**src/rtl/alu_seq_pkg.sv**
```systemverilog
// Shared definitions for the sequential VeriRisc ALU: opcodes, FSM states
// and the registered status-flag bundle.
package alu_seq_pkg;

    localparam int OPCODE_W = 4;

    typedef enum logic [OPCODE_W-1:0] {
        OP_PASSA = 4'd0,
        OP_PASSB = 4'd1,
        OP_ADD   = 4'd2,
        OP_SUB   = 4'd3,
        OP_AND   = 4'd4,
        OP_OR    = 4'd5,
        OP_XOR   = 4'd6,
        OP_SHL1  = 4'd7,
        OP_SHR1  = 4'd8,
        OP_MUL   = 4'd9
    } opcode_e;

    typedef enum logic [1:0] {
        ST_IDLE = 2'd0,
        ST_BUSY = 2'd1,
        ST_DONE = 2'd2
    } state_e;

    typedef struct packed {
        logic carry;
        logic zero;
        logic aIsZero;
    } flags_t;

    localparam flags_t FLAGS_RESET = '{carry: 1'b0, zero: 1'b1, aIsZero: 1'b0};

endpackage

```
**src/rtl/alu_seq_mul.sv**
```systemverilog
// Iterative unsigned shift-add multiplier: one multiplier bit per cycle.
// o_done marks the final step, with o_product already holding the full result.
module alu_seq_mul #(
    parameter int WIDTH = 8
) (
    input  logic                 clk,
    input  logic                 rst_n,
    input  logic                 i_start,
    input  logic [WIDTH-1:0]     i_a,
    input  logic [WIDTH-1:0]     i_b,
    output logic                 o_done,
    output logic [2*WIDTH-1:0]   o_product
);

    localparam int CNT_W = $clog2(WIDTH + 1);

    logic [2*WIDTH-1:0] r_mcand;
    logic [2*WIDTH-1:0] r_acc;
    logic [2*WIDTH-1:0] w_accNext;
    logic [WIDTH-1:0]   r_mplier;
    logic [CNT_W-1:0]   r_count;

    assign w_accNext = r_mplier[0] ? (r_acc + r_mcand) : r_acc;
    assign o_done    = (r_count == CNT_W'(1));
    assign o_product = w_accNext;

    // A nonzero count means a product is in flight; reset discards it.
    always_ff @(posedge clk or negedge rst_n) begin
        if (!rst_n) begin
            r_mcand  <= '0;
            r_acc    <= '0;
            r_mplier <= '0;
            r_count  <= '0;
        end else if (i_start) begin
            r_mcand  <= {{WIDTH{1'b0}}, i_a};
            r_acc    <= '0;
            r_mplier <= i_b;
            r_count  <= CNT_W'(WIDTH);
        end else if (r_count != '0) begin
            r_acc    <= w_accNext;
            r_mcand  <= r_mcand << 1;
            r_mplier <= r_mplier >> 1;
            r_count  <= r_count - CNT_W'(1);
        end
    end

endmodule

```
**src/rtl/alu_seq.sv**
```systemverilog
// Sequential VeriRisc ALU with valid/ready operand and result handshakes,
// registered result/flags, and an optional iterative multiplier.
module alu_seq
    import alu_seq_pkg::*;
#(
    parameter int WIDTH  = 8,
    parameter int MUL_EN = 1
) (
    input  logic             clk,
    input  logic             rst_n,
    input  logic             in_valid,
    output logic             in_ready,
    input  logic [WIDTH-1:0] in_a,
    input  logic [WIDTH-1:0] in_b,
    input  logic [3:0]       opcode,
    output logic             out_valid,
    input  logic             out_ready,
    output logic [WIDTH-1:0] alu_out,
    output logic             carry,
    output logic             zero,
    output logic             a_is_zero
);

    state_e               r_state;
    state_e               w_nextState;
    logic [WIDTH-1:0]     r_result;
    flags_t               r_flags;

    logic                 w_accept;
    logic                 w_isMul;
    logic                 w_mulStart;
    logic                 w_mulDone;
    logic [2*WIDTH-1:0]   w_mulProduct;
    logic [WIDTH-1:0]     w_mulLow;
    logic [WIDTH-1:0]     w_mulHigh;

    logic [WIDTH:0]       w_sum;
    logic [WIDTH:0]       w_diff;
    logic [WIDTH-1:0]     w_opResult;
    logic                 w_opCarry;

    assign w_isMul    = (MUL_EN != 0) && (opcode == OP_MUL);
    assign w_accept   = in_valid && in_ready;
    assign w_mulStart = w_accept && w_isMul;
    assign w_mulLow   = w_mulProduct[WIDTH-1:0];
    assign w_mulHigh  = w_mulProduct[2*WIDTH-1:WIDTH];

    assign w_sum  = {1'b0, in_a} + {1'b0, in_b};
    assign w_diff = {1'b0, in_a} - {1'b0, in_b};

    generate
        if (MUL_EN != 0) begin : g_mul
            alu_seq_mul #(.WIDTH(WIDTH)) u_mul (
                .clk       (clk),
                .rst_n     (rst_n),
                .i_start   (w_mulStart),
                .i_a       (in_a),
                .i_b       (in_b),
                .o_done    (w_mulDone),
                .o_product (w_mulProduct)
            );
        end else begin : g_noMul
            assign w_mulDone    = 1'b0;
            assign w_mulProduct = '0;
        end
    endgenerate

    // Single-cycle operations; MUL and the unused encodings fall back to PASSA.
    always_comb begin
        w_opResult = in_a;
        w_opCarry  = 1'b0;
        case (opcode)
            OP_PASSB: w_opResult = in_b;
            OP_ADD:   {w_opCarry, w_opResult} = w_sum;
            OP_SUB:   {w_opCarry, w_opResult} = w_diff;
            OP_AND:   w_opResult = in_a & in_b;
            OP_OR:    w_opResult = in_a | in_b;
            OP_XOR:   w_opResult = in_a ^ in_b;
            OP_SHL1: begin
                w_opResult = {in_a[WIDTH-2:0], 1'b0};
                w_opCarry  = in_a[WIDTH-1];
            end
            OP_SHR1: begin
                w_opResult = {1'b0, in_a[WIDTH-1:1]};
                w_opCarry  = in_a[0];
            end
            default: ;
        endcase
    end

    always_ff @(posedge clk or negedge rst_n) begin
        if (!rst_n) begin
            r_state <= ST_IDLE;
        end else begin
            r_state <= w_nextState;
        end
    end

    // in_ready in DONE follows out_ready so a consumed result can be replaced in the same cycle.
    always_comb begin
        w_nextState = r_state;
        in_ready    = 1'b0;
        out_valid   = 1'b0;
        case (r_state)
            ST_IDLE: begin
                in_ready = 1'b1;
                if (in_valid) begin
                    w_nextState = w_isMul ? ST_BUSY : ST_DONE;
                end
            end
            ST_BUSY: begin
                if (w_mulDone) begin
                    w_nextState = ST_DONE;
                end
            end
            ST_DONE: begin
                out_valid = 1'b1;
                in_ready  = out_ready;
                if (out_ready) begin
                    if (in_valid) begin
                        w_nextState = w_isMul ? ST_BUSY : ST_DONE;
                    end else begin
                        w_nextState = ST_IDLE;
                    end
                end
            end
            default: w_nextState = ST_IDLE;
        endcase
    end

    always_ff @(posedge clk or negedge rst_n) begin
        if (!rst_n) begin
            r_result <= '0;
            r_flags  <= FLAGS_RESET;
        end else if (w_accept) begin
            r_flags.aIsZero <= (in_a == '0);
            if (!w_isMul) begin
                r_result      <= w_opResult;
                r_flags.carry <= w_opCarry;
                r_flags.zero  <= (w_opResult == '0);
            end
        end else if ((r_state == ST_BUSY) && w_mulDone) begin
            r_result      <= w_mulLow;
            r_flags.carry <= (w_mulHigh != '0);
            r_flags.zero  <= (w_mulLow == '0);
        end
    end

    assign alu_out   = r_result;
    assign carry     = r_flags.carry;
    assign zero      = r_flags.zero;
    assign a_is_zero = r_flags.aIsZero;

endmodule
```
**config.mk**
```make
export PLATFORM = sky130hd
export DESIGN_NAME = alu_seq
export DESIGN_NICKNAME = d
export VERILOG_FILES = /design/src/rtl/alu_seq_pkg.sv /design/src/rtl/alu_seq_mul.sv /design/src/rtl/alu_seq.sv
export SDC_FILE = /design/constraint.sdc
export NUM_CORES = 1
export LEC_CHECK = 0
export ABC_AREA = 1
export CORE_UTILIZATION = 40
export CTS_BUF_LIST = sky130_fd_sc_hd__clkbuf_16
export DETAILED_ROUTE_END_ITERATION = 12
export SYNTH_ARGS = -nofsm -noshare
export SYNTH_HDL_FRONTEND = slang
export SYNTH_SLANG_ARGS = --single-unit
export TNS_END_PERCENT = 10
```
**constraint.sdc**
```tcl
create_clock -name clk -period 2.9 [get_ports clk]
set_input_delay 0.435 -clock clk [delete_from_list [all_inputs] [get_ports clk]]
set_output_delay 0.435 -clock clk [all_outputs]
set_load 0.05 [all_outputs]
```
==> out/summary.txt <==
Result of the run - finished clean
R2R Path Start - g_mul.u_mul.r_acc[0]
Die Area - 13,000 um^2
Most frequently used flop master after synthesis - dfrtp_1
Post-synth EDFFs - 0
Overall die height - 114 um
Max VDD drop - 0.645 mV
Synth Instances - 741
Clock slew at reported path FFs - 60 ps
Die width - 114 um
ANT cells - 0
GPL Wtd Cong - 0.957
Critical Path End Type - flip-flop
Slew Limit Fails - 0
Async set-reset flop share out of synthesis - 100%
Max_cap viols - 0
First-pass GRT wire length - 26,000 um
# fillers - 1,260
Required time worst endpoint - 3170 ps
GRT Util Overall - 26.2%
Total number of yosys warnings - 0
Pwr/cell area - 1030 nW/um^2
LEAKAGE - 0.00309 uW
Layout cells sized above 1 - 8.70%
Fin nets - 870
Commonest cells after routing, fill and taps aside - nand2_1 (203), inv_1 (111), nand3_1 (67), nor2_1 (56), dfrtp_1 (56)
Wire per inst - 16.5 um
Port buffer count - 36
Synth top area share - 27.9%
Register area - 1430 um^2
Crit Path Max Fanout - 3
Crit Path Class - in -> reg
Commonest non-fill, non-tap cell in the layout - nand2_1
Grt ovf - 0
Worst setup SP type - input pin
Largest net degree at the start of global routing - 58
Slew HR - 50.0%
Setup TNS - 0 ps
Synthesized flop and latch total - 57
Worst setup margin - 382 ps
Unrepaired setup endpoints after global routing - false
Initial Utilization - 41.4%
Setup crit start - in_a[0]
Post-Route WL - 16,000 um
Final Hold Fails - 0
# rows - 40
Via count - 5,216
Hold WC Path Type - in -> async
Arr. time, crit path - 2790 ps
Register area share after synthesis - 28.5%
CTS tree - yes
Avg Inst Size Synth - 6.77 um^2
Tcrit/Tclk final - 86.8%
Post-DR vias/cell - 5.36
Clk sink count - 57
Total I/O pin count - 37
TritonCTS Buffers - 9
Synth-to-Final Area Change - 19.0%
Pre-CTS WS - 60.1 ps
Final setup violation count - 0
Initial antenna violation count - 0
DRT Pass-1 Iters - 8
Area of the core - 12,100 um^2
Clk_lat worst skew - 340 ps
Final setup skew - 7.73 ps
Highest clock rate - 397 MHz
DRC - 0
Iter 0 DRT Violations - 483
Min Tclk post-route - 2520 ps
Least-Margin Pin Slew - 749 ps
Largest cells by area after synthesis - dfrtp_1 (28%), nand2_1 (15%), ha_1 (11%), inv_1 (8.3%), nand3_1 (6.7%)
Antenna violation net count after detailed routing - 0
Number of buffers added for setup after CTS - 0
Synth area leader - dfrtp_1
Synth Cell Area - 5020 um^2
Longest Clk Path Bufs - 2
Multi-input gate area - 3020 um^2
Post-CTS Hold Fix Bufs - 0
Vias in the first global route - 4,890
H-tree depth - 3
Number of gates resized after cts - 0
Syn nets - 811
Distinct cells, synth - 44
Root Buffer - clkbuf_16
Post-DP HPWL - 12,600 um
[cell usage after synthesis (3+ instances only)]
master / number
nand2_1: 203
inv_1: 111
nand3_1: 67
dfrtp_1: 56
nor2_1: 56
ha_1: 43
a21oi_1: 33
o21ai_0: 27
o22ai_1: 23
nand4_1: 16
buf_2: 11
nor3_1: 10
a221oi_1: 7
a22o_1: 7
inv_2: 7
o21ai_1: 6
buf_6: 5
xnor2_1: 5
clkbuf_1: 4
nor2_2: 4
o21a_1: 4
xor2_1: 4
and2_1: 3
fa_1: 3
[flip-flops by register name, indices dropped and copies added (netlist names)]
name                  count
g_mul.u_mul.r_acc        16
g_mul.u_mul.r_count       4
g_mul.u_mul.r_mcand      16
r_state                   2
carry                     1
zero                      1
g_mul.u_mul.r_mplier      8
alu_out                   8
a_is_zero                 1
[cell type report]
type                            instances  share of cell area (%)
Sequential cell                        57                    23.9
Inverter                              118                    7.42
Clock inverter                          7                   0.775
Clock buffer                            9                    3.77
Timing Repair Buffer                   69                    10.1
Multi-Input combinational cell        545                    50.5
Tap cell                              168                    3.52
[per-stage QoR]
step | utilization (%) | area, um^2 | hold WS (ps) | power [uW] | cells
2_1_floorplan | - | 5020 | 139 | 4110 | 741
3_3_place_gp | 47.1 | 5700 | 480 | 5050 | 957
3_5_place_dp | 47.1 | 5700 | 471 | 5090 | 957
4_1_cts | 49.3 | 5970 | 281 | 6100 | 973
5_1_grt | 49.3 | 5970 | 317 | 6670 | 973
6_report | 49.3 | 5970 | 239 | 6130 | 973
[worst paths after layout]
| kind | end | slack (ps) | cells past startpoint |
|---|---|---|---|
| min reg2reg | alu_out[5] | 490 | 2 |
| min | g_mul.u_mul.r_acc[12] | 240 | 2 |
| max reg2reg | carry | 400 | 14 |
| max in group asynchronous | g_mul.u_mul.r_mplier[3] | 2160 | 2 |
| min in group clk | alu_out[5] | 490 | 2 |
| max | zero | 380 | 15 |
[where the power goes]
part           internal [uW]  total [uW]  switching, uW
sequential              1170        1440            266
clock                    575         977            402
combinational           1340        3720           2380
total                   3090        6130           3050
[critical path, cell delays in order]
cell,delay [ps]
clkdlybuf4s50_1,540
inv_1,80
ha_1,240
fa_1,410
inv_1,120
nand2_1,70
nand3_1,80
nand2_1,50
nor2_1,140
nand3_1,140
nor2_1,120
nand2_1,50
nor2_1,100
nand4_1,70
a21oi_1,130
[layer usage]
layer | GRT usage, % | part of all wire (%) | vias up
li1 | - | - | 2558
met1 | 41.0 | 51 | 2451
met2 | 36.3 | 40 | 180
met3 | 5.37 | 7.5 | 27
met4 | 6.06 | 1.5 | 0
met5 | 0 | 0 | -
[cells by family after synthesis]
logic type | count (synthesis) | share of synthesized area (%)
fa+ha+maj | 46 | 11.9
simple gates | 368 | 31.5
compound gates | 122 | 15.2
flops | 57 | 28.5
xor+xnor | 9 | 1.57
buf+inv | 139 | 11.4
No activity file was read; power rests on OpenSTA's default activity.
==> variant 1, RTL diff (same flow settings) <==
Make the reset (`rst_n`) synchronous in 3 clocked blocks.
--- a/src/rtl/alu_seq_mul.sv
+++ b/src/rtl/alu_seq_mul.sv
@@ -25,7 +25,7 @@
     assign o_product = w_accNext;
 
     // A nonzero count means a product is in flight; reset discards it.
-    always_ff @(posedge clk or negedge rst_n) begin
+    always_ff @(posedge clk) begin
         if (!rst_n) begin
             r_mcand  <= '0;
             r_acc    <= '0;
--- a/src/rtl/alu_seq.sv
+++ b/src/rtl/alu_seq.sv
@@ -88,7 +88,7 @@
         endcase
     end
 
-    always_ff @(posedge clk or negedge rst_n) begin
+    always_ff @(posedge clk) begin
         if (!rst_n) begin
             r_state <= ST_IDLE;
         end else begin
@@ -128,7 +128,7 @@
         endcase
     end
 
-    always_ff @(posedge clk or negedge rst_n) begin
+    always_ff @(posedge clk) begin
         if (!rst_n) begin
             r_result <= '0;
             r_flags  <= FLAGS_RESET;
Check against the original RTL: differs if rst_n is asserted again (counterexample within 4 cycles, from zero or initial values and one cycle with rst_n low); with rst_n held inactive, the same outputs for 4 cycles.
==> variant 1 against the original RTL <==
Area after synthesis increased by 1.0%; routed wire length shrank 4.6%; sequential share of layout area is 5.0 points lower; sequential cell count stayed put; via count grew 6.5%; design area is 1.3% higher; setup slack got worse by 55 ps; core utilization rose by 0.43 points.
Power is not compared: it rests on default switching activity, and its combinational part moved more than twofold at a synthesized area within 25%.
==> variant 1: results (changes against the original RTL) <==
** Critical path
- The worst-path cell with the longest stage delay is clkdlybuf4s50_1 (unchanged).
- The end point of the critical path is zero$_SDFFE_PN1P_ (was zero$_DFFE_PN1P_).
- Maximum fanout along the worst path :: 4 (was 3)
- Reg-to-reg endpoint :: carry$_SDFFE_PN0P_ (was carry$_DFFE_PN0P_)
- The startpoint of the most critical register-to-register path is g_mul.u_mul.r_mcand[0]$_SDFFE_PN0P_ (was g_mul.u_mul.r_acc[0]$_DFFE_PN0P_).
- Delay of the slowest cell on the worst path :: ~530 ps
- The worst setup slack for register-to-register paths came to 470 ps (was 400 ps).
- The critical path arrival was 2840 ps (was 2790 ps).
- The length in cells of the worst reg-to-reg path was 17 (was 14).

** Yosys
- Ranking of synthesized cells by area: dfxtp_1 (23%), nand2_1 (20%), ha_1 (11%) (was dfrtp_1 (28%), nand2_1 (15%), ha_1 (11%)).
- Cell types with the highest counts after synthesis :: nand2_1 (272), inv_1 (118), nor2_1 (79), nand3_1 (70), dfxtp_1 (57) (was nand2_1 (203), inv_1 (111), nand3_1 (67), dfrtp_1 (56), nor2_1 (56))
- The net count after synthesis was 919 (was 811).
- The sequential fraction of the synthesis area is 22.5% (was 28.5%).
- The synthesized area per cell was 5.97 um^2 (was 6.77 um^2).
- Number of unique standard cell types used by synthesis :: 42 (was 44)
- Proportion of synthesized flip-flops having asynchronous set or reset :: 0% (was 100%)

** Global routing
- The largest net degree at the start of global routing is 30 (was 58).
- Number of global-route vias before repair :: 5308 (was 4890)
- The combined global-route utilization of all metal layers came to 24.7% (was 26.2%).

** Clocking
- Clk sinks :: 57 (unchanged)

** Finish
- Fraction of layout cells with a size suffix above 1 :: 7.18% (was 8.70%)
- Largest regs: g_mul.u_mul.r_acc (16), g_mul.u_mul.r_mcand (16) (unchanged).
- Nets :: 971 (was 870)
- The filler cell count came to 1300 (was 1260).

** Routing
- The final wirelength came to 15300 um (was 16000 um).
- The number of optimization iterations in the first detailed-route pass is 5 (was 8).
- The average vias per placed instance is 5.18 (was 5.36).
- Vias post-DR :: 5557 (was 5216)
- Iteration-0 DRC Markers :: 337 (was 483)

** Worst hold path
- The type of the tightest min-delay check was register to register (was input port to asynchronous set/reset pin).

** Timing
- The worst hold margin was 477 ps (was 239 ps).
- Max_slew headroom :: 49.2% (was 50.0%)
- Worst setup skew after layout :: 6.26 ps (was 7.73 ps)
- The final period utilization was 88.7% (was 86.8%).

** Placement
- The global placement routability congestion was 0.960 (was 0.957).
- The number of placed cells counting well taps came to 1058 (was 957).
- The final HPWL from detailed placement was 12200 um (was 12600 um).
- The post-placement worst setup slack is 44.1 ps (was 60.1 ps).
- Cell area after placement :: 5740 um^2 (was 5700 um^2)

** Status
- Run status: finished, final reports clean (unchanged).
## variant 1: layer usage
| layer | part of all wire, % | up-vias | GRT usage [%] |
|---|---|---|---|
| met1 | 45 | 2516 | 31.5 |
| met3 | 5.5 | 24 | 3.71 |
| met5 | 0 | - | 0 |
| met4 | 2.5 | 0 | 9.61 |
| li1 | - | 2819 | - |
| met2 | 47 | 198 | 41.9 |
## variant 1: through the flow
step | power, uW | util [%]
floorplan | 1990 | -
global placement | 2380 | 47.2
detailed placement | 2400 | 47.2
CTS | 3520 | 49.7
global route | 3750 | 49.7
finish | 3510 | 49.7
## variant 1: cells by family after synthesis
| group | after synthesis | synth area share [%] |
|---|---|---|
| flops | 57 | 22.5 |
| mux | 1 | 0.197 |
| compound gates | 123 | 13.8 |
| simple gates | 465 | 38.8 |
| buf+inv | 148 | 11.3 |
| xor+xnor | 9 | 1.56 |
| fa+ha+maj | 46 | 11.8 |
## variant 1: final cells by class
| class | instances | area [um^2] | share of cell area, % |
|---|---|---|---|
| clock buffer | 9 | 225 | 3.72 |
| clock inverter | 6 | 83.8 | 1.39 |
| inverter | 126 | 473 | 7.82 |
| multi-input combinational | 644 | 3350 | 55.4 |
| sequential | 57 | 1140 | 18.9 |
| tap | 168 | 210 | 3.47 |
| timing repair buffer | 63 | 563 | 9.31 |
## variant 1: how the worst min path moves through the flow
stage | depth (start not counted) | endpoint | startpoint
detailed placement | 2 | g_mul.u_mul.r_mcand[15]$_SDFFE_PP0P_ | g_mul.u_mul.r_mcand[15]$_SDFFE_PP0P_
global route | 2 | alu_out[5]$_SDFFE_PN0P_ | alu_out[5]$_SDFFE_PN0P_
global placement | 2 | g_mul.u_mul.r_mplier[7]$_SDFFE_PN0P_ | g_mul.u_mul.r_mplier[7]$_SDFFE_PN0P_
floorplan | 2 | g_mul.u_mul.r_mplier[7]$_SDFFE_PN0P_ | g_mul.u_mul.r_mplier[7]$_SDFFE_PN0P_
CTS | 2 | g_mul.u_mul.r_mcand[15]$_SDFFE_PP0P_ | g_mul.u_mul.r_mcand[15]$_SDFFE_PP0P_
finish | 2 | alu_out[5]$_SDFFE_PN0P_ | alu_out[5]$_SDFFE_PN0P_
## variant 1: where the power goes
part | leakage, uW | switching (uW) | internal, uW | total (uW)
sequential | 0.000466 | 85.5 | 896 | 981
combinational | 0.00238 | 924 | 499 | 1420
clock | 0.000145 | 362 | 741 | 1100
## variant 1: tightest hold or removal path, stage by stage (launching register included)
cell	delay (ps)
dfxtp_1	310
nand2_1	60
a21oi_1	60
==> variant 2, RTL diff (config.mk and constraints unchanged) <==
Made on the original files. The parameter `MUL_EN` goes from 1 to 0.
--- a/src/rtl/alu_seq.sv
+++ b/src/rtl/alu_seq.sv
@@ -4,7 +4,7 @@
     import alu_seq_pkg::*;
 #(
     parameter int WIDTH  = 8,
-    parameter int MUL_EN = 1
+    parameter int MUL_EN = 0
 ) (
     input  logic             clk,
     input  logic             rst_n,
Formal check against the unedited RTL: not equivalent (Yosys sat finds a counterexample within 4 cycles, from zero or initial values and one cycle with rst_n low).
==> variant 2 against the original RTL <==
Core utilization up 4.8 points; combinational power down 87%; power down 85%; synthesized cell count down 51%; design area down 56%; critical path type unchanged; area after synthesis down 59%; die area down 58%; non-clock buffer count down 22; setup slack better by 33 ps; routed wire length down 58%; sequential cell count down 45.
==> variant 2: results (changes against the original RTL) <==
** Yosys
- The sequential fraction of the synthesis area was 14.6% (was 28.5%).
- Cell types with the highest counts after synthesis: nand2_1 (120), nand3_1 (56), inv_1 (47), nor2_1 (35), ha_1 (25) (was nand2_1 (203), inv_1 (111), nand3_1 (67), dfrtp_1 (56), nor2_1 (56)).
- Ranking of synthesized cells by area :: nand2_1 (22%), ha_1 (15%), nand3_1 (14%) (was dfrtp_1 (28%), nand2_1 (15%), ha_1 (11%))
- The fraction of registers with async set or reset after synthesis is 100% (unchanged).
- Adder-Cell Fraction of Synth Area :: 17.1% (was 11.9%)
- The compound-gate portion of the synthesized area is 7.99% (was 15.2%).
- The net count after synthesis was 411 (was 811).
- The post-synthesis cell type count is 26 (was 44).
- Xor and xnor area share after synthesis :: 0.423% (was 1.57%)

** Routing
- DR WL/cell :: 14.2 um (was 16.5 um)
- Iteration-0 DRC Markers :: 177 (was 483)
- Detailed-routing iteration count for the pre-antenna-repair pass :: 4 (was 8)
- The average vias per placed instance was 5.20 (was 5.36).

** Critical path
- The maximum fanout along the worst path was 5 (was 3).
- The worst setup slack for register-to-register paths was 1430 ps (was 400 ps).
- Arrival @ worst endpoint :: 2660 ps (was 2790 ps)
- Worst Reg-to-Reg Cells :: 10 (was 14)
- The critical register-to-register path endpoint was zero$_DFFE_PN1P_ (was carry$_DFFE_PN0P_).
- Worst setup startpoint :: in_a[1] (was in_a[0])
- The startpoint of the most critical register-to-register path was r_state[1]$_DFFE_PN0P_ (was g_mul.u_mul.r_acc[0]$_DFFE_PN0P_).
- Delay of the slowest cell on the worst path :: 590 ps (was 540 ps)

** Clocking
- Total CTS buffers :: 3 (was 9)
- Number of levels the H-tree was split into :: 1 (was 3)
- CTS root buf :: clkbuf_16 (unchanged)
- Clock latency reported for the late side of the worst-skew pair :: 240 ps (was 340 ps)
- Clock edge transition at the registers on the reported setup and hold paths :: 40 ps (was 60 ps)

** Global routing
- The number of global-route vias before repair was 2204 (was 4890).
- The combined global-route utilization of all metal layers was 25.9% (was 26.2%).
- Met3 usage in global routing :: 2.74% (was 5.37%)
- The met2 demand-to-capacity share in global routing was 42.9% (was 36.3%).
- Global-route wire length before repair :: 10800 um (was 26000 um)
- The met1 usage in global routing was 35.0% (was 41.0%).

** Placement
- HPWL after detailed placement :: 5230 um (was 12600 um)
- Worst setup slack before clock tree synthesis :: 182 ps (was 60.1 ps)
- The placed standard-cell area was 2540 um^2 (was 5700 um^2).
- Placer congestion estimate :: 0.955 (was 0.957)

** Timing
- Hold WS :: 474 ps (was 239 ps)
- Worst-Margin Slew :: 511 ps (was 749 ps)
- Worst setup skew after layout :: 3.45 ps (was 7.73 ps)

** Worst hold path
- Worst min-delay path category :: register to register (was input port to asynchronous set/reset pin)

** Status
- Run status: finished, final reports clean (unchanged).

** Pwr
- Worst IR drop on VDD :: 0.268 mV (was 0.645 mV)
- Leakage :: 0.00141 uW (was 0.00309 uW)
==> variant 2: tightest hold or removal path, delay by kind of cell, from the launching register on <==
kind	cells	cell delay, ps
and+or+nand+nor	2	100
DFF	1	330
==> variant 2: area by class of cell <==
cell class              instances  area, um^2
clock buffers                   3        75.1
clock inverters                 1        3.75
fillers                       492        2220
inverters                      47         176
multi-input cells             291        1540
flip-flops and latches         12         302
well taps                      67        83.8
repair buffers                 47         443
==> variant 2: through the flow <==
| stage | util, % | std cells |
|---|---|---|
| 2_1_floorplan | - | 360 |
| 5_1_grt | 54.1 | 468 |
| 3_3_place_gp | 52.5 | 464 |
| 6_report | 54.1 | 468 |
| 3_5_place_dp | 52.5 | 464 |
| 4_1_cts | 54.1 | 468 |
==> variant 2: how the worst max path moves through the flow <==
stage | end | slack [ps] | cells past startpoint
after floorplan | a_is_zero$_DFFE_PN0P_ | 900 | 6
after global placement | zero$_DFFE_PN1P_ | 210 | 14
after detailed placement | zero$_DFFE_PN1P_ | 180 | 14
after CTS | zero$_DFFE_PN1P_ | 430 | 14
after global routing | zero$_DFFE_PN1P_ | 200 | 14
final | zero$_DFFE_PN1P_ | 410 | 14
==> variant 2: cell families after synthesis <==
kind of cell,after synthesis
AND/OR/NAND/NOR,233
buffers and inverters,57
AO/OA/AOI/OAI,30
adder cells (fa/ha/maj),27
flip-flops,12
XOR/XNOR,1
==> variant 2: where the power goes <==
group | internal [uW] | total (uW) | switching [uW]
Clock | 181 | 246 | 65.0
Combinational | 165 | 470 | 305
Sequential | 192 | 203 | 11.6
Total | 538 | 919 | 382
==> variant 2: metal layers <==
metal,vias to the layer above,share of wire (%)
met3,9,7.4
met1,1093,45
met2,98,46
met5,-,0
li1,1233,-
met4,0,1.4
